==> config.mk <==
export PLATFORM = sky130hd
export DESIGN_NAME = sdram_arbiter
export DESIGN_NICKNAME = d
export VERILOG_FILES = /design/src/rtl/sdram_arbiter.sv
export SDC_FILE = /design/constraint.sdc
export NUM_CORES = 1
export LEC_CHECK = 0
export ABC_AREA = 1
export CORE_ASPECT_RATIO = 2
export CORE_MARGIN = 1.5
export CORE_UTILIZATION = 45
export CTS_CLUSTER_SIZE = 24
export DETAILED_ROUTE_END_ITERATION = 10
export PLACE_DENSITY = 0.82
export SETUP_SLACK_MARGIN = 0.05
export SLEW_MARGIN = 5
export SYNTH_ARGS = -nofsm -noshare
export SYNTH_HDL_FRONTEND = slang
export SYNTH_SLANG_ARGS = --single-unit
==> constraint.sdc <==
create_clock -name clk -period 2.4 [get_ports clk]
set_input_delay 0.36 -clock clk [delete_from_list [all_inputs] [get_ports clk]]
set_output_delay 0.36 -clock clk [all_outputs]
set_load 0.05 [all_outputs]
==> src/rtl/sdram_arbiter.sv <==
// Multi-port round-robin front end for the single-channel sdram driver.
// Queued refresh wins over ports; each port has its own ack pulse and read-data register.
module sdram_arbiter #(
    parameter int NUM_PORTS = 3,
    parameter int ADDR_W    = 22,
    parameter int DATA_W    = 8,
    parameter int LATENCY   = 5
) (
    input  logic                        clk,
    input  logic                        resetn,
    input  logic [NUM_PORTS-1:0]        req,
    input  logic [NUM_PORTS-1:0]        we,
    input  logic [NUM_PORTS*ADDR_W-1:0] addr,
    input  logic [NUM_PORTS*DATA_W-1:0] din,
    output logic [NUM_PORTS-1:0]        ack,
    output logic [NUM_PORTS*DATA_W-1:0] dout,
    input  logic                        refresh,
    output logic                        busy,
    output logic                        fail,
    output logic [19:0]                 total_written,
    output logic [ADDR_W:0]             mem_addr,
    output logic [DATA_W-1:0]           mem_din,
    output logic                        mem_rd,
    output logic                        mem_wr,
    output logic                        mem_refresh,
    input  logic [DATA_W-1:0]           mem_dout,
    input  logic                        mem_busy,
    input  logic                        mem_data_ready
);
    localparam int PW = (NUM_PORTS > 1) ? $clog2(NUM_PORTS) : 1;
    localparam int CW = $clog2(LATENCY + 1);

    typedef enum logic [1:0] {ST_INIT, ST_IDLE, ST_WAIT} state_t;

    state_t                           state_reg, state_next;
    logic [PW-1:0]                    last_reg, last_next;
    logic [PW-1:0]                    port_reg, port_next;
    logic [CW-1:0]                    cnt_reg, cnt_next;
    logic                             pend_reg, pend_next;
    logic                             port_op_reg, port_op_next;
    logic                             rd_op_reg, rd_op_next;
    logic [NUM_PORTS-1:0]             ack_reg, ack_next;
    logic [NUM_PORTS-1:0][DATA_W-1:0] dout_reg, dout_next;
    logic                             fail_reg, fail_next;
    logic [19:0]                      tw_reg, tw_next;
    logic [ADDR_W:0]                  maddr_reg, maddr_next;
    logic [DATA_W-1:0]                mdin_reg, mdin_next;
    logic                             mrd_reg, mrd_next;
    logic                             mwr_reg, mwr_next;
    logic                             mref_reg, mref_next;

    logic [ADDR_W-1:0] addr_arr [NUM_PORTS];
    logic [DATA_W-1:0] din_arr  [NUM_PORTS];

    genvar gi;
    generate
        for (gi = 0; gi < NUM_PORTS; gi++) begin : g_port
            assign addr_arr[gi]              = addr[gi*ADDR_W +: ADDR_W];
            assign din_arr[gi]               = din[gi*DATA_W +: DATA_W];
            assign dout[gi*DATA_W +: DATA_W] = dout_reg[gi];
        end
    endgenerate

    logic [NUM_PORTS-1:0] elig;
    logic                 gnt_valid;
    logic [PW-1:0]        gnt_idx;
    logic [PW:0]          cand;

    always_comb begin
        elig      = req & ~ack_reg;
        gnt_valid = 1'b0;
        gnt_idx   = last_reg;
        cand      = '0;
        // Scan farthest-first so the eligible port nearest after last wins.
        for (int i = NUM_PORTS; i >= 1; i--) begin
            cand = {1'b0, last_reg} + (PW+1)'(i);
            if (cand >= (PW+1)'(NUM_PORTS))
                cand = cand - (PW+1)'(NUM_PORTS);
            if (elig[cand[PW-1:0]]) begin
                gnt_valid = 1'b1;
                gnt_idx   = cand[PW-1:0];
            end
        end
    end

    always_comb begin
        state_next   = state_reg;
        last_next    = last_reg;
        port_next    = port_reg;
        cnt_next     = cnt_reg;
        pend_next    = pend_reg | refresh;
        port_op_next = port_op_reg;
        rd_op_next   = rd_op_reg;
        ack_next     = '0;
        dout_next    = dout_reg;
        fail_next    = fail_reg;
        tw_next      = tw_reg;
        maddr_next   = maddr_reg;
        mdin_next    = mdin_reg;
        mrd_next     = 1'b0;
        mwr_next     = 1'b0;
        mref_next    = 1'b0;
        case (state_reg)
            ST_INIT: begin
                if (!mem_busy)
                    state_next = ST_IDLE;
            end
            ST_IDLE: begin
                if (pend_reg) begin
                    mref_next    = 1'b1;
                    pend_next    = refresh;
                    port_op_next = 1'b0;
                    rd_op_next   = 1'b0;
                    cnt_next     = CW'(1);
                    state_next   = ST_WAIT;
                end else if (gnt_valid) begin
                    maddr_next   = {1'b0, addr_arr[gnt_idx]};
                    mdin_next    = din_arr[gnt_idx];
                    mwr_next     = we[gnt_idx];
                    mrd_next     = ~we[gnt_idx];
                    last_next    = gnt_idx;
                    port_next    = gnt_idx;
                    port_op_next = 1'b1;
                    rd_op_next   = ~we[gnt_idx];
                    cnt_next     = CW'(1);
                    state_next   = ST_WAIT;
                end
            end
            ST_WAIT: begin
                if (cnt_reg == CW'(LATENCY)) begin
                    if (port_op_reg) begin
                        ack_next[port_reg] = 1'b1;
                        if (rd_op_reg) begin
                            dout_next[port_reg] = mem_dout;
                            if (!mem_data_ready)
                                fail_next = 1'b1;
                        end else begin
                            tw_next = tw_reg + 20'd1;
                        end
                    end
                    state_next = ST_IDLE;
                end else begin
                    cnt_next = cnt_reg + CW'(1);
                end
            end
            default: state_next = ST_INIT;
        endcase
    end

    always_ff @(posedge clk or negedge resetn) begin
        if (!resetn) begin
            state_reg   <= ST_INIT;
            last_reg    <= PW'(NUM_PORTS - 1);
            port_reg    <= '0;
            cnt_reg     <= '0;
            pend_reg    <= 1'b0;
            port_op_reg <= 1'b0;
            rd_op_reg   <= 1'b0;
            ack_reg     <= '0;
            dout_reg    <= '0;
            fail_reg    <= 1'b0;
            tw_reg      <= '0;
            maddr_reg   <= '0;
            mdin_reg    <= '0;
            mrd_reg     <= 1'b0;
            mwr_reg     <= 1'b0;
            mref_reg    <= 1'b0;
        end else begin
            state_reg   <= state_next;
            last_reg    <= last_next;
            port_reg    <= port_next;
            cnt_reg     <= cnt_next;
            pend_reg    <= pend_next;
            port_op_reg <= port_op_next;
            rd_op_reg   <= rd_op_next;
            ack_reg     <= ack_next;
            dout_reg    <= dout_next;
            fail_reg    <= fail_next;
            tw_reg      <= tw_next;
            maddr_reg   <= maddr_next;
            mdin_reg    <= mdin_next;
            mrd_reg     <= mrd_next;
            mwr_reg     <= mwr_next;
            mref_reg    <= mref_next;
        end
    end

    assign ack           = ack_reg;
    assign busy          = (state_reg != ST_IDLE);
    assign fail          = fail_reg;
    assign total_written = tw_reg;
    assign mem_addr      = maddr_reg;
    assign mem_din       = mdin_reg;
    assign mem_rd        = mrd_reg;
    assign mem_wr        = mwr_reg;
    assign mem_refresh   = mref_reg;
endmodule

==> flow_summary_export.csv <==
group,metric,value,unit
drt,wirelength,16500,um
critical_path,reg2reg_depth,14,
layout,drive_above_1_share,0.07522,
sta,fin_hold_ws,0.4665,ns
die,pin_count,192,
sta,worst_slew_pin_slew,0.5805,ns
critical_path,startpoint_type,"flip-flop",
die,dieArea,11790,um^2
synthesis,synth_edf_count,0,
die,fp.dieW,77.53,um
synthesis,ys_seq_elements,92,
place,io_buffers,190,
drt,post_drt_wl_per_cell,15.80,um
run_status,status,"complete, no violations",
layout,n_fill_cell,868,
power_and_ir_drop,pwr-share-comb,0.658,
power_and_ir_drop,ir_drop,0.8943,mV
drt,vias,5234,
synthesis,avgSynthCellArea,7.120,um^2
min_path,whs_path_depth,1,
clocking,cts_buffer_depth,2,
global_route,grt_pass1_wl,24320,um
global_route,grt-ovfl-total,0,
sta,final.setup_skew,0.007013,ns
power_and_ir_drop,intPower,5.402,mW
power_and_ir_drop,pwr-share-clk,0.146,
sta,period_needed,2.266,ns
layout,final_common_cell,"nand2_1",
global_route,antenna_found_initial,0,
clocking,cts_root_buf,"clkbuf_16",
drt,routed_via_density,5.013,
die,initial_utilization,0.4595,
clocking,clkTransAtPathRegs,0.07,ns
clocking,h-tree-depth,3,
power_and_ir_drop,powerDensity,1357,nW/um^2
sta,hold_violations,0,
place,routabilityCongestion,0.9197,
clocking,clock_latency,0.34,ns
sta,timing.fmax,441.2,MHz
power_and_ir_drop,leakage,3.978,nW
die,rows,54,
layout,final_cell_area,7732,um^2
drt,drc,0,
clocking,tritoncts,"done",
clocking,cts_made_buffers,9,
power_and_ir_drop,p_total,10.50,mW
critical_path,worstSetupPathType,"reg2reg",
layout,nets,1014,
sta,relSlewSlack,0.6118,
synthesis,syn_nets,817,
sta,slew_viol_final,0,
synthesis,yosysSeqAreaShare,0.4608,
min_path,min_path_type,"reg2reg",
synthesis,synthFlopType,"dfrtp_1",
drt,dr.pass1.iters,4,
critical_path,worst-path-max-fanout,31,
drt,drt_iter0_drc,262,
power_and_ir_drop,netSwitchingFraction,0.4853,
critical_path,worstPathRequired,2.68,ns
run,drv_cap,0,
layout,antennaDiodeCount,0,
synthesis,ys_warn_count,0,
global_route,grtUsageTotal,0.2622,
drt,ant_nets,0,
place,postPlaceCellArea,7137,um^2
sta,post-route-period-util,0.9443,
synthesis,syn_area,4999,um^2
synthesis,syn_inst,702,
synthesis,synthArstFlopShare,1.000,
die,dieHeight,152.1,um
critical_path,end_kind,"flip-flop",
global_route,grt_pass1_vias,5076,
power_and_ir_drop,p_sw,5.094,mW
clocking,cts_sinks,92,
layout,mostFrequentLayoutCells,"nand2_1, clkdlybuf4s50_1, dfrtp_1, nand3_1, inv_1",
global_route,grt_max_degree,64,
layout,largest_reg_flops,24,
critical_path,crit_arrival,2.54,ns
power_and_ir_drop,p_seq_frac,0.196,
synthesis,ys_types,28,
place,hpwl,11070,um
sta,finalSetupViolCount,0,
die,core_area,10880,um^2
layout,syn2layout_area_growth,54.69,%
[routing by layer]
metal	GRT usage	up-vias	routed length, um
met5	0	-	0
met4	0.1325	0	847
met3	0.04685	54	893
met2	0.4862	187	9186
met1	0.2750	2438	5573
li1	-	2555	-
[logic make-up after synthesis]
| kind of cell | count (synthesis) | share of synthesized area |
|---|---|---|
| flops | 92 | 0.4608 |
| buf+inv | 102 | 0.08360 |
| fa+ha+maj | 6 | 0.01502 |
| simple gates | 443 | 0.3620 |
| compound gates | 38 | 0.04280 |
| xor+xnor | 20 | 0.03504 |
| other cells | 1 | 0.0007502 |
[through the flow]
step,setup slack [ns],util,instances,setup TNS (ns)
6_report,0.1337,0.7108,1044,0
3_3_place_gp,0.1145,0.6561,1018,0
4_1_cts,0.05621,0.6870,1035,0
3_5_place_dp,0.04422,0.6561,1018,0
5_1_grt,-0.01850,0.7108,1044,-0.02770
2_1_floorplan,0.2274,-,702,0
[final cells by class]
cell class,count,area (um^2),share of cell area
clock buffers,9,225.2,0.02913
inverters,71,271.5,0.03511
multi-input cells,508,2352,0.3042
well taps,140,175.2,0.02265
repair buffers,217,2306,0.2982
flip-flops and latches,92,2303,0.2979
clock inverters,7,98.84,0.01278
[power by group through the flow]
| stage | combinational [mW] | sequential [mW] | clock, mW |
|---|---|---|---|
| final | 6.91 | 2.06 | 1.53 |
| after global routing | 7.48 | 2.09 | 1.62 |
| after CTS | 5.70 | 2.05 | 1.56 |
| after detailed placement | 5.66 | 2.07 | 0 |
| after global placement | 5.62 | 2.06 | 0 |
| after floorplan | 3.16 | 2.82 | 0 |
[critical path, stage by stage (launching register included)]
cell and delay [ns]:
dfstp_2 0.54, inv_2 0.05, ha_4 0.27, inv_2 0.08
nand3_1 0.11, nand3_2 0.10, nand2_4 0.08, a21boi_4 0.21
nand2_4 0.12, clkbuf_16 0.23, nor2_1 0.12, nand3_1 0.09
nand2_1 0.08, nand2_1 0.05, nand2_1 0.08
[final timing paths]
| path | startpoint | endpoint | slack (ns) |
|---|---|---|---|
| worst max-delay path | last_reg[1] | mem_addr[18] | 0.13 |
| worst min-delay path | total_written[19] | total_written[19] | 0.47 |
| worst max register to register | last_reg[1] | mem_addr[18] | 0.13 |
| worst min register to register | total_written[19] | total_written[19] | 0.47 |
| max in group asynchronous | resetn | mem_addr[10] | 1.23 |
| min in group asynchronous | resetn | dout[23] | 0.51 |
[cell usage after synthesis, drive strengths merged, types with 2 or more instances]
cell type / number / area, um^2
nor4: 2 / 12.51
buf: 25 / 128.9
nor2: 54 / 210.2
nand2: 299 / 1130
clkbuf: 6 / 22.52
o21ai: 31 / 155.2
nor3: 4 / 20.02
a21oi: 3 / 18.77
inv: 70 / 262.8
xnor2: 8 / 70.07
dfrtp: 91 / 2277
xor2: 12 / 105.1
nand3: 79 / 405.4
o21bai: 2 / 15.01
nand4: 5 / 31.28
ha: 6 / 75.07
[what timing repair did]
item                       CTS  global route
cloned                       0             7
setup endpoints to repair   11            41
gates resized for setup      1            26
hold endpoints to repair    34             0
pin swaps                    0             9
hold buffers                 1             0
buffers inserted             0             2
Note: power is estimated with default switching activity, not from simulation.
